`config.mk`:
```
export PLATFORM = sky130hd
export DESIGN_NAME = display_scan_mux
export DESIGN_NICKNAME = d
export VERILOG_FILES = /design/src/rtl/display_scan_mux.sv
export SDC_FILE = /design/constraint.sdc
export NUM_CORES = 1
export LEC_CHECK = 0
export CORE_UTILIZATION = 43
export CTS_BUF_LIST = sky130_fd_sc_hd__clkbuf_8
export DETAILED_ROUTE_END_ITERATION = 10
export DONT_BUFFER_PORTS = 1
export MAX_ROUTING_LAYER = met4
export PLACE_DENSITY = 0.58
export SETUP_SLACK_MARGIN = 0.2
export SYNTH_ARGS = -nofsm -noshare
export SYNTH_HDL_FRONTEND = slang
export SYNTH_SLANG_ARGS = --single-unit
```
`constraint.sdc`:
```
create_clock -name clk_i -period 2.4 [get_ports clk_i]
set_input_delay 0.24 -clock clk_i [delete_from_list [all_inputs] [get_ports clk_i]]
set_output_delay 0.24 -clock clk_i [all_outputs]
set_load 0.02 [all_outputs]
```
`src/rtl/display_scan_mux.sv`:
```
// display_scan_mux: time-multiplexed scanner for a common-anode 7-segment display.
// Holds a double-buffered display word, walks the digits one slot at a time and
// drives the matching active-low anode. The pending word moves to the active word
// only at the end of a frame, so a frame never mixes two display words.
// Optional feature macro: LEADING_ZERO_BLANK_EN (keeps the anodes of leading zero
// digits off for their whole slot; digit 0 is always shown).
module display_scan_mux #(
    parameter int NUM_DIGITS   = 4,
    parameter int REFRESH_DIV  = 50000,
    parameter int BLANK_CYCLES = 8
) (
    input  logic                                                 clk_i,
    input  logic                                                 rst_i,
    input  logic [4*NUM_DIGITS-1:0]                              data_in_i,
    input  logic                                                 load_i,
    output logic [3:0]                                           digit_nibble_o,
    output logic [NUM_DIGITS-1:0]                                anode_n_o,
    output logic [((NUM_DIGITS > 1) ? $clog2(NUM_DIGITS) : 1)-1:0] digit_idx_o,
    output logic                                                 frame_done_o
);

    localparam int IDX_W = (NUM_DIGITS > 1) ? $clog2(NUM_DIGITS) : 1;
    localparam int CNT_W = (REFRESH_DIV > 1) ? $clog2(REFRESH_DIV) : 1;

    localparam logic [CNT_W-1:0] CNT_LAST  = CNT_W'(REFRESH_DIV - 1);
    localparam logic [IDX_W-1:0] IDX_LAST  = IDX_W'(NUM_DIGITS - 1);
    // One extra bit so the blanking limit can never alias onto a wrapped value.
    localparam logic [CNT_W:0]   BLANK_LIM = (CNT_W+1)'(BLANK_CYCLES);

    logic [CNT_W-1:0]        cnt_q, cnt_d;
    logic [IDX_W-1:0]        idx_q, idx_d;
    logic [4*NUM_DIGITS-1:0] active_q, active_d;
    logic [4*NUM_DIGITS-1:0] pending_q, pending_d;
    logic                    pending_valid_q, pending_valid_d;

    logic                    tick;
    logic                    last_digit;
    logic                    frame_end;
    logic                    commit;
    logic                    in_blank;
    logic [NUM_DIGITS-1:0]   leading;

    assign tick       = (cnt_q == CNT_LAST);
    assign last_digit = (idx_q == IDX_LAST);
    assign frame_end  = tick & last_digit;
    assign commit     = frame_end & pending_valid_q;
    assign in_blank   = ({1'b0, cnt_q} < BLANK_LIM);

    // Slot counter and digit index: advance the digit once per full slot.
    always_comb begin
        cnt_d = tick ? '0 : cnt_q + 1'b1;
        idx_d = idx_q;
        if (tick) begin
            idx_d = last_digit ? '0 : idx_q + 1'b1;
        end
    end

    // Double buffer: commit pending at frame end, then capture a new load.
    // Commit reads pending_q, so a load on the commit cycle becomes the next pending.
    always_comb begin
        active_d        = active_q;
        pending_d       = pending_q;
        pending_valid_d = pending_valid_q;
        if (commit) begin
            active_d        = pending_q;
            pending_valid_d = 1'b0;
        end
        if (load_i) begin
            pending_d       = data_in_i;
            pending_valid_d = 1'b1;
        end
    end

    // State registers with synchronous reset; reset drops any pending load.
    always_ff @(posedge clk_i) begin
        if (rst_i) begin
            cnt_q           <= '0;
            idx_q           <= '0;
            active_q        <= '0;
            pending_q       <= '0;
            pending_valid_q <= 1'b0;
        end else begin
            cnt_q           <= cnt_d;
            idx_q           <= idx_d;
            active_q        <= active_d;
            pending_q       <= pending_d;
            pending_valid_q <= pending_valid_d;
        end
    end

    // Leading-digit mask: digit k>0 is leading when digits k..top are all zero.
`ifdef LEADING_ZERO_BLANK_EN
    logic zero_run;
    always_comb begin
        leading  = '0;
        zero_run = 1'b1;
        for (int k = NUM_DIGITS - 1; k >= 1; k--) begin
            zero_run   = zero_run & (active_q[4*k +: 4] == 4'h0);
            leading[k] = zero_run;
        end
    end
`else
    // Every digit is lit in its slot; zeros are displayed.
    always_comb begin
        leading = '0;
    end
`endif

    // Nibble select from the active word for the digit in its slot.
    always_comb begin
        digit_nibble_o = 4'h0;
        for (int k = 0; k < NUM_DIGITS; k++) begin
            if (idx_q == IDX_W'(k)) begin
                digit_nibble_o = active_q[4*k +: 4];
            end
        end
    end

    // Anode enables: all off during the anti-ghost window or for a leading digit.
    always_comb begin
        anode_n_o = '1;
        if (!in_blank) begin
            for (int k = 0; k < NUM_DIGITS; k++) begin
                if ((idx_q == IDX_W'(k)) && !leading[k]) begin
                    anode_n_o[k] = 1'b0;
                end
            end
        end
    end

    // Index and frame-boundary pulse straight from registered state.
    always_comb begin
        digit_idx_o  = idx_q;
        frame_done_o = frame_end;
    end

endmodule

```
==> run metrics <==
status=finished, final reports clean; reg2reg end=active_q[7]; switching pwr=slightly above 300 uW; RD Place Congestion=around 0.82; layout cells sized above 1=0.0805; die height=76.0 um; DRT iter0 DRCs=91; CTS H-Tree Depth=2; Min Hold Slack=between 0.04 and 0.05 ns; Worst-Margin Slew=approximately 0.8 ns; Avg Cell Area, Syn=just over 9 sq um; GR peak layer=met2; Seq/Total Area, Yosys=0.433; critical path arrival=1.83 ns; crit path max fanout=6; Clock Latency Late Sink=0.30 ns; synth warn=0; drt total wl=about 4.5 mm; drt via density=around 5.0; M1 GR Usage=0.228; Setup crit start kind=register; Comb power frac=0.042; min-delay worst type=in -> reg; routing usage on met3=0.0407; Nets=285; filler cell count=between 500 and 600; crit path time final=slightly above 2 ns; switch share=0.215; met2 usage=0.258; Ant. Diodes=0; Pre-antenna DRT Iters=4; Fin. Hold Viols=0; dpl hpwl=approximately 3 mm; routed len/inst=~14 um; Clock Power Share=0.346; clk sinks=slightly above 50; Fmax=~0.48 GHz; Peak VDD IR=0.000357 V; Hold Path Origin=rst_i; core box area=roughly 0.0052 sq mm; Core Util, Final=0.486; RSZ-0062 raised after global routing=false; number of global-route vias before repair=1599; first-pass GRT wire length=7.73 mm; Slew HR=0.457; worst r2r path cells=5; Mapped Area=roughly 0.0024 sq mm; Max Cap Viol=0; Tot Pwr=roughly 1.4 mW; post-synthesis cell type count=30; Synth area leaders=dfxtp_1 43%, mux2i_1 14%, nand2b_1 8.8%; register-to-register path setup slack=roughly 0.43 ns; DRT antenna net count=0; Post-Syn Instances=between 200 and 300; crit end category=output pin; leakage power=0.886 nW; Reg clk slew, reported paths=around 0.09 ns; Via Count=1659; Layout Cells excl Fill=331; WS Path Type=reg -> out; Worst EP required=roughly 2.2 ns; placed cell count=roughly 320; top-area cell type share of the netlist area=0.433; skew final=0.00511 ns; WHS Endpoint=pending_valid_q; number of buffers added on ports=0; Pint=roughly 1.1 mW; Clock Tree Buf Depth=2; Power Dens Cells=approximately 570 mW/mm^2; largest net degree at the start of global routing=38; Die W=roughly 76 um; Slew Viols, Final=0; Root Buffer=clkbuf_8; total CTS buffers=5; Critical R2R Launch=cnt_q[5]; I/O Pins=30; initial antenna violation count=0; GRT Total Usage=0.173; Cell Rows=26; cell taking the most area after synthesis=dfxtp_1; Sequential Power Share=0.612; Die Area=roughly 0.0058 sq mm; CTS tree=built; crit share post-route=0.861; Hold Path Stages=1; drt drc=0; setup tns final=0 ns; Initial Util=0.453; Synth-to-Final Area Change=7.27%; #FFs+latches synth=just over 50; Net Count, Synth=about 280; GRT overflow=0; final setup violation count=0
cells in the final DEF (no fill, tap or decap):
cell type,instances
a21oi_1,9
ha_1,4
nand4_1,6
nor4_1,4
xnor2_1,11
nand2_1,16
o21ai_0,4
o31ai_1,1
or2_2,1
and3_1,2
nand2b_1,33
nand3_1,6
or4_1,1
or4_4,1
dlygate4sd3_1,2
buf_4,8
and2_2,1
nor2_1,38
clkbuf_8,6
nand3b_1,4
dfxtp_1,50
xor2_1,2
nor3_1,4
ha_2,1
inv_1,6
nor4_4,1
clkinv_2,1
or3_1,2
mux2i_1,34
o22ai_1,1
dfxtp_2,1
final cells by class:
class	instances	area, sq um	share of cell area
Inverter	6	22.5	0.00891
Sequential cell	51	1020	0.404
Clock inverter	1	5.00	0.00198
Timing Repair Buffer	10	80.1	0.0317
Clock buffer	6	82.6	0.0327
Multi-Input combinational cell	187	1230	0.486
Tap cell	70	87.6	0.0346
metal layers:
metal  vias up  wire length (um)
li1        865                 -
met1       755              2350
met2        33              1900
met3         6               197
met4         0                55
met5         -                 0
synth_stat cells:
cell type / number
and2_2: 1
o31ai_1: 1
or2_2: 1
or4_1: 1
nand4_1: 6
nor3_1: 4
nor4_4: 1
nand3b_1: 4
ha_1: 5
a21oi_1: 9
nand2_1: 16
buf_12: 1
mux2i_1: 34
nor4_1: 4
clkbuf_1: 11
or4_4: 1
xnor2_1: 11
dfxtp_1: 51
nand2b_1: 33
xor2_1: 2
or3_1: 2
and3_1: 2
nand3_1: 6
inv_1: 6
o21ai_0: 4
o22ai_1: 1
buf_1: 2
nor2_1: 38
buf_4: 1
buf_6: 1
sequential cells by signal, summed over array words and instances (netlist names):
name	flops
active_q	16
cnt_q	16
pending_q	16
digit_idx_o	2
pending_valid_q	1
cell families (layout without fill, tap and decap cells):
| logic type | count (synthesis) | count (layout) | synth area share |
|---|---|---|---|
| flops | 51 | 51 | 0.433 |
| buf+inv | 22 | 23 | 0.0467 |
| simple gates | 120 | 120 | 0.268 |
| compound gates | 15 | 15 | 0.0334 |
| mux | 34 | 34 | 0.144 |
| xor+xnor | 13 | 13 | 0.0483 |
| fa+ha+maj | 5 | 5 | 0.0265 |
critical path, cell delays in order, from the launching register on:
cell	delay, ns
dfxtp_1	0.37
or3_1	0.43
nor4_4	0.42
and2_2	0.30
per-stage QoR:
step / setup slack [ns] / cell area, sq um
finish: 0.335 / 2530
detailed placement: 0.359 / 2420
global placement: 0.422 / 2420
global route: 0.236 / 2530
floorplan: 0.459 / 2360
CTS: 0.227 / 2510
how the worst max path moves through the flow:
stage	startpoint	endpoint	slack, ns	cells past startpoint
6_report	cnt_q[5]	frame_done_o	0.33	3
5_1_grt	digit_idx_o[0]	digit_nibble_o[0]	0.24	6
4_1_cts	cnt_q[13]	frame_done_o	0.23	3
3_5_place_dp	cnt_q[13]	active_q[7]	0.36	5
3_3_place_gp	cnt_q[13]	active_q[4]	0.42	5
2_1_floorplan	cnt_q[13]	active_q[10]	0.46	6
power groups by stage:
stage                     Sequential, mW  Clock, mW  Combinational [mW]
after floorplan                    0.897          0              0.0634
after global placement             0.900          0              0.0519
after detailed placement           0.900          0              0.0528
after CTS                          0.880      0.517              0.0601
after global routing               0.883      0.544              0.0694
final                              0.880      0.497              0.0606
what timing repair did:
action                                  4_1_cts  5_1_grt
gates resized for setup                       0        2
buffers inserted                              0        0
hold buffers                                  1        1
endpoints found under the setup margin        0        4
endpoints found under the hold margin        18        1
No activity file was read; power rests on OpenSTA's default activity.
